File: config.mk
export PLATFORM = sky130hd
export DESIGN_NAME = mult_sequencer_flat
export DESIGN_NICKNAME = d
export VERILOG_FILES = /design/src/rtl/mult_sequencer_pkg.sv /design/src/rtl/mult_sequencer_if.sv /design/src/rtl/mult_sequencer_booth_radix4_recode.sv /design/src/rtl/mult_sequencer.sv /design/src/flat_wrapper.sv
export SDC_FILE = /design/constraint.sdc
export NUM_CORES = 1
export LEC_CHECK = 0
export BUFFER_PORTS_ARGS = -buffer_cell sky130_fd_sc_hd__buf_2
export CELL_PAD_IN_SITES_DETAIL_PLACEMENT = 0
export CELL_PAD_IN_SITES_GLOBAL_PLACEMENT = 1
export CORE_MARGIN = 2
export CORE_UTILIZATION = 43
export DETAILED_ROUTE_END_ITERATION = 16
export PLACE_DENSITY = 0.81
export SYNTH_ARGS = -nofsm -noshare
export SYNTH_HDL_FRONTEND = slang
export SYNTH_HIERARCHICAL = 1
export SYNTH_SLANG_ARGS = --single-unit
File: constraint.sdc
create_clock -name clock -period 4.7 [get_ports clock]
set_input_delay 0.94 -clock clock [delete_from_list [all_inputs] [get_ports clock]]
set_output_delay 0.94 -clock clock [all_outputs]
set_load 0.03 [all_outputs]
File: src/rtl/mult_sequencer_pkg.sv
// mult_sequencer_pkg: shared FSM state encodings, iteration count and accumulator width
package mult_sequencer_pkg;
  localparam int MULT_DATA_W = 32;
  localparam int MULT_STEPS = MULT_DATA_W / 2;
  localparam int ACC_W = 34;
  typedef enum logic [1:0] {
    IDLE = 2'd0,
    RUN  = 2'd1,
    DONE = 2'd2
  } state_e;
endpackage

File: src/rtl/mult_sequencer_if.sv
// mult_sequencer_if: multiplier bus; master drives ctrl_MULT/data_operandA/data_operandB, slave returns data_result/data_exception/data_resultRDY/busy
interface mult_sequencer_if;
  logic ctrl_MULT;
  logic [31:0] data_operandA;
  logic [31:0] data_operandB;
  logic [31:0] data_result;
  logic data_exception;
  logic data_resultRDY;
  logic busy;
  modport master (
    output ctrl_MULT, data_operandA, data_operandB,
    input data_result, data_exception, data_resultRDY, busy
  );
  modport slave (
    input ctrl_MULT, data_operandA, data_operandB,
    output data_result, data_exception, data_resultRDY, busy
  );
endinterface

File: src/rtl/mult_sequencer_booth_radix4_recode.sv
// booth_radix4_recode: radix-4 Booth triplet trip + multiplicand mcand -> 34-bit addend (0/+-M/+-2M, negation as invert) and cin
module booth_radix4_recode #(
  parameter int DATA_W = 32,
  parameter int ACC_W = DATA_W + 2
) (
  input  logic [2:0]        trip,
  input  logic [DATA_W-1:0] mcand,
  output logic [ACC_W-1:0]  addend,
  output logic              cin
);
  logic [ACC_W-1:0] m;
  logic [ACC_W-1:0] mag;
  logic one;
  logic two;
  always_comb begin
    m = {{(ACC_W-DATA_W){mcand[DATA_W-1]}}, mcand};
    one = trip[1] ^ trip[0];
    two = (trip == 3'b011) || (trip == 3'b100);
    cin = trip[2] && !(trip[1] && trip[0]);
    mag = two ? (m << 1) : one ? m : '0;
    addend = cin ? ~mag : mag;
  end
endmodule

File: src/rtl/mult_sequencer.sv
// mult_sequencer: radix-4 Booth sequential signed multiplier; clock/reset plus slave bus (start+operands in, result/exception/resultRDY/busy out)
module mult_sequencer
  import mult_sequencer_pkg::*;
#(
  parameter int DATA_W = MULT_DATA_W,
  parameter int STEPS = MULT_STEPS
) (
  input logic clock,
  input logic reset,
  mult_sequencer_if.slave bus
);
  localparam int CNT_W = $clog2(STEPS);
  state_e state_q, state_d;
  logic [CNT_W-1:0] cnt_q, cnt_d;
  logic [ACC_W-1:0] acc_q, acc_d;
  logic [DATA_W-1:0] mlier_q, mlier_d;
  logic [DATA_W-1:0] mcand_q, mcand_d;
  logic [DATA_W-1:0] result_q, result_d;
  logic qm1_q, qm1_d;
  logic exc_q, exc_d;
  logic rdy_q, rdy_d;
  logic busy_q, busy_d;
  logic [ACC_W-1:0] addend;
  logic [ACC_W-1:0] sum;
  logic cin;
  booth_radix4_recode #(.DATA_W(DATA_W), .ACC_W(ACC_W)) u_recode (
    .trip({mlier_q[1:0], qm1_q}),
    .mcand(mcand_q),
    .addend(addend),
    .cin(cin)
  );
  assign sum = acc_q + addend + ACC_W'(cin);
  always_comb begin
    state_d = state_q;
    cnt_d = cnt_q;
    acc_d = acc_q;
    mlier_d = mlier_q;
    qm1_d = qm1_q;
    mcand_d = mcand_q;
    result_d = result_q;
    exc_d = exc_q;
    rdy_d = 1'b0;
    if (bus.ctrl_MULT) begin
      state_d = RUN;
      cnt_d = '0;
      acc_d = '0;
      mlier_d = bus.data_operandB;
      qm1_d = 1'b0;
      mcand_d = bus.data_operandA;
    end else if (state_q == RUN) begin
      acc_d = {{2{sum[ACC_W-1]}}, sum[ACC_W-1:2]};
      mlier_d = {sum[1:0], mlier_q[DATA_W-1:2]};
      qm1_d = mlier_q[1];
      cnt_d = cnt_q + 1'b1;
      state_d = (cnt_q == CNT_W'(STEPS - 1)) ? DONE : RUN;
    end else if (state_q == DONE) begin
      rdy_d = 1'b1;
      result_d = mlier_q;
      exc_d = acc_q[DATA_W-1:0] != {DATA_W{mlier_q[DATA_W-1]}};
      state_d = IDLE;
    end
    busy_d = state_d != IDLE;
  end
  always_ff @(posedge clock) begin
    if (reset) begin
      state_q <= IDLE;
      cnt_q <= '0;
      acc_q <= '0;
      mlier_q <= '0;
      qm1_q <= 1'b0;
      mcand_q <= '0;
      result_q <= '0;
      exc_q <= 1'b0;
      rdy_q <= 1'b0;
      busy_q <= 1'b0;
    end else begin
      state_q <= state_d;
      cnt_q <= cnt_d;
      acc_q <= acc_d;
      mlier_q <= mlier_d;
      qm1_q <= qm1_d;
      mcand_q <= mcand_d;
      result_q <= result_d;
      exc_q <= exc_d;
      rdy_q <= rdy_d;
      busy_q <= busy_d;
    end
  end
  assign bus.data_result = result_q;
  assign bus.data_exception = exc_q;
  assign bus.data_resultRDY = rdy_q;
  assign bus.busy = busy_q;
endmodule
File: src/flat_wrapper.sv
// flat-port wrapper written by rule: the top's interface ports become plain ports
module mult_sequencer_flat import mult_sequencer_pkg::*;
#(
  parameter int DATA_W = MULT_DATA_W,
  parameter int STEPS = MULT_STEPS
)
  (clock, reset, bus_ctrl_MULT, bus_data_operandA, bus_data_operandB, bus_data_result, bus_data_exception, bus_data_resultRDY, bus_busy);
  mult_sequencer_if bus_i ();
  input logic clock;
  input logic reset;
  input wire logic [$bits(bus_i.ctrl_MULT)-1:0] bus_ctrl_MULT;
  input wire logic [$bits(bus_i.data_operandA)-1:0] bus_data_operandA;
  input wire logic [$bits(bus_i.data_operandB)-1:0] bus_data_operandB;
  output wire logic [$bits(bus_i.data_result)-1:0] bus_data_result;
  output wire logic [$bits(bus_i.data_exception)-1:0] bus_data_exception;
  output wire logic [$bits(bus_i.data_resultRDY)-1:0] bus_data_resultRDY;
  output wire logic [$bits(bus_i.busy)-1:0] bus_busy;
  assign bus_i.ctrl_MULT = bus_ctrl_MULT;
  assign bus_i.data_operandA = bus_data_operandA;
  assign bus_i.data_operandB = bus_data_operandB;
  assign bus_data_result = bus_i.data_result;
  assign bus_data_exception = bus_i.data_exception;
  assign bus_data_resultRDY = bus_i.data_resultRDY;
  assign bus_busy = bus_i.busy;
  mult_sequencer #(.DATA_W(DATA_W), .STEPS(STEPS)) u_core (.clock(clock), .reset(reset), .bus(bus_i));
endmodule
==> metrics.md <==
| Metric | Value |
|---|---|
| Chip Width | `146 um` |
| Global route total overflow | `0` |
| Reg2reg path depth | `16` |
| Vias in the first global route | `between 7,000 and 8,000` |
| Worst slew margin | `31.5%` |
| Hold path start | `u_core/bus.data_result[14]` |
| IO Pins | `roughly 100` |
| Die height | `146 um` |
| RSZ-0062 raised after global routing | `no` |
| Mapped Area | `approximately 0.0087 mm^2` |
| Setup ws final | `approximately 0.53 ns` |
| Warnings, synthesis | `6` |
| Starting DRC count in detailed routing | `502` |
| Distinct cells, synth | `61` |
| Die area | `0.0213 mm^2` |
| Final worst path period need | `4.17 ns` |
| Hold_buf cts | `0` |
| HPWL Detailed | `between 15 and 20 mm` |
| R2R Path End | `u_core/acc_q[30]` |
| RD Place Congestion | `between 0.8 and 0.9` |
| Post-synth top area share | `between 30% and 40%` |
| Synthesized net count | `between 1,000 and 1,500` |
| Setup Slack @ Placement | `0.612 ns` |
| First-pass GRT wire length | `just under 40 mm` |
| Multi-input gate area | `about 0.0055 mm^2` |
| Post_cts resized | `0` |
| H-Tree Level Count | `4` |
| Worst EP required | `roughly 5.1 ns` |
| Storage cell area | `approximately 0.0028 mm^2` |
| Initial Utilization | `44.1%` |
| Post-synth EDFFs | `0` |
| Status | `completed` |
| Setup TNS | `0 ns` |
| Layout Nets | `between 1,000 and 1,500` |
| Post-DR wirelength/cell | `between 15 and 20 um` |
| CP Class | `reg2reg` |
| Core Util, Final | `around half` |
| Number of fill cells | `around 2,000` |
| Share of layout cells above drive strength 1 | `13.6%` |
| Synthesized area per cell | `roughly 7.4 um^2` |
| TritonCTS Buffers | `17` |
| Final ANT Viol Nets | `0` |
| Sequential area share after synthesis | `between 30% and 40%` |
| DR vias | `around 8,500` |
| Cells after Synth | `1,169` |
| Worst vdd ir | `0.254 mV` |
| Clock Skews | `about 0.011 ns` |
| Synth Register Bits | `138` |
| Async SR Flop Fraction | `0%` |
| CP max FO | `22` |
| Worst skew pair latency | `0.42 ns` |
| Postcts setup bufs | `0` |
| Element type at the critical path end | `register` |
| DR vias/cell | `~5.7` |
| Clk pin slew, worst setup/hold paths | `approximately 0.070 ns` |
| Hold Violations, Final | `0` |
| Pleak | `roughly 3.7 nW` |
| Hold Path Stages | `2` |
| R2r startpoint | `u_core/mlier_q[0]` |
| Arrival @ worst endpoint | `approximately 4.5 ns` |
| Number of port buffers | `approximately 100` |
| Ranking of synthesized cells by area | `dfxtp_1, nand2_1, a21oi_1` |
| CTS root buffer | `clkbuf_16` |
| Max Slew Vio Count | `0` |
| Fin crit share | `about 90%` |
| DRT Pass-1 Iters | `6` |
| PwrDens | `roughly 310 mW/mm^2` |
| Rows | `51` |
| Top_reg_cell synth | `dfxtp_1` |
| Largest net degree at the start of global routing | `97` |
| Worst Setup Start Kind | `register` |
| Hold Path Sink | `u_core/bus.data_result[14]` |
| Ant. Diodes | `0` |
| Post-route DRC | `0` |
| P&R area growth vs syn | `13.9%` |
| Core Area | `just under 0.02 mm^2` |
| F_max | `between 200 and 250 MHz` |
| Clock Tree Buf Depth | `2` |
| Max cap viols | `0` |
| Setup-failing EPs final | `0` |
| Final WL | `approximately 24 mm` |
| Initial antenna violation count | `0` |
| Yosys top cell by area | `dfxtp_1` |
| Hold WC Path Type | `reg2reg` |
| GRT Total Usage | `between 20% and 30%` |
| CTS tree | `done` |
| R2R setup slack | `between 0.5 and 0.6 ns` |
| Slew @ Worst Pin | `1.03 ns` |
| Clock Sinks | `between 100 and 150` |
synthesized netlist by cell type (6+ instances only):
library cell,number
o21a_1,7
buf_4,6
buf_1,10
nor2b_1,11
dfxtp_1,138
a31oi_1,9
inv_1,13
xor2_1,9
nor3_1,18
o21ai_0,29
a21o_1,13
clkbuf_1,53
nand4_1,16
nand3_1,15
xnor2_1,11
nor2_1,107
o211ai_1,66
ha_1,35
nor4_1,6
buf_2,21
nand2_1,253
a211oi_1,8
a21oi_1,150
and3_1,6
a32oi_1,63
mux2i_1,32
layout by cell type (no fill, tap or decap), types with 5 or more instances in the layout:
| cell type | instances |
|---|---|
| nand2_1 | 252 |
| a21oi_1 | 150 |
| dfxtp_1 | 138 |
| nor2_1 | 106 |
| buf_2 | 99 |
| o211ai_1 | 66 |
| a32oi_1 | 63 |
| ha_1 | 34 |
| mux2i_1 | 32 |
| o21ai_0 | 29 |
| buf_4 | 19 |
| clkbuf_16 | 17 |
| nor3_1 | 17 |
| nand4_1 | 16 |
| nand3_1 | 15 |
| a21o_1 | 13 |
| inv_1 | 13 |
| xnor2_1 | 11 |
| a31oi_1 | 9 |
| xor2_1 | 9 |
| a211oi_1 | 8 |
| nor2b_1 | 8 |
| o21a_1 | 7 |
| nor4_1 | 6 |
| and3_1 | 6 |
| inv_8 | 5 |
metal layers:
layer  GRT usage [%]  part of all wire [%]  up-vias
met5               0                     0        -
met4            6.94                   1.8        0
met3            3.66                   3.8       29
met2            36.2                    46      186
met1            30.5                    48     3977
li1                -                     -     4331
flip-flops by register name (all words and copies together) (netlist names):
signal and flops:
u_core/acc_q 32, u_core/bus.data_result 32, u_core/mcand_q 32, u_core/mlier_q 32, u_core/cnt_q 4, u_core/state_q 2, u_core/bus.busy 1, u_core/bus.data_exception 1
u_core/bus.data_resultRDY 1, u_core/qm1_q 1
kinds of logic (layout without fill, tap and decap cells):
| family | Yosys count | after routing | share of synthesized area, % |
|---|---|---|---|
| flip-flops | 138 | 138 | 31.8 |
| adder cells (fa/ha/maj) | 37 | 37 | 5.51 |
| multiplexers | 32 | 32 | 3.69 |
| AO/OA/AOI/OAI | 378 | 378 | 28.9 |
| XOR/XNOR | 20 | 20 | 2.02 |
| buffers and inverters | 107 | 165 | 5.54 |
| AND/OR/NAND/NOR | 457 | 457 | 22.4 |
through the flow:
stage	area, um^2	power (W)	cells	hold WS [ns]
detailed placement	9280	0.00168	1460	0.443
global route	9880	0.00318	1492	0.475
floorplan	8670	0.00157	1169	0.445
finish	9880	0.00304	1492	0.450
global placement	9280	0.00168	1460	0.438
CTS	9880	0.00308	1492	0.453
critical path, stage by stage, from the launching register on:
cell and delay [ns]:
dfxtp_1 0.35, ha_1 0.28, nor2_2 0.13, buf_4 0.26
a21oi_1 0.07, o21ai_1 0.13, inv_1 0.07, fa_1 0.45
fa_1 0.41, nor2b_1 0.15, o21ai_0 0.16, a211oi_2 0.35
nor2_1 0.14, a2111o_1 0.44, a21o_1 0.25, a2111o_1 0.37
o211ai_1 0.09
power by group:
part / leakage [nW] / switching [W] / internal, W
registers: 1.13 / 0.0000541 / 0.00121
clock network: 0.290 / 0.000584 / 0.000804
logic: 2.26 / 0.000245 / 0.000148
worst max path at each step:
stage                                  from                to  slack (ns)
after floorplan           u_core/mlier_q[0]  u_core/acc_q[30]        0.95
after global placement    u_core/mlier_q[0]  u_core/acc_q[28]        0.69
after detailed placement  u_core/mlier_q[0]  u_core/acc_q[30]        0.61
after CTS                 u_core/mlier_q[0]  u_core/acc_q[30]        0.56
after global routing      u_core/mlier_q[0]  u_core/acc_q[24]        0.21
final                     u_core/mlier_q[0]  u_core/acc_q[30]        0.53
cell type report:
cell class / count / area share (%)
Timing Repair Buffer: 120 / 6.86
Multi-Input combinational cell: 924 / 55.2
Inverter: 13 / 0.494
Clock buffer: 17 / 4.30
Clock inverter: 15 / 1.81
Tap cell: 265 / 3.36
Sequential cell: 138 / 28.0
Note: power is estimated with default switching activity, not from simulation.
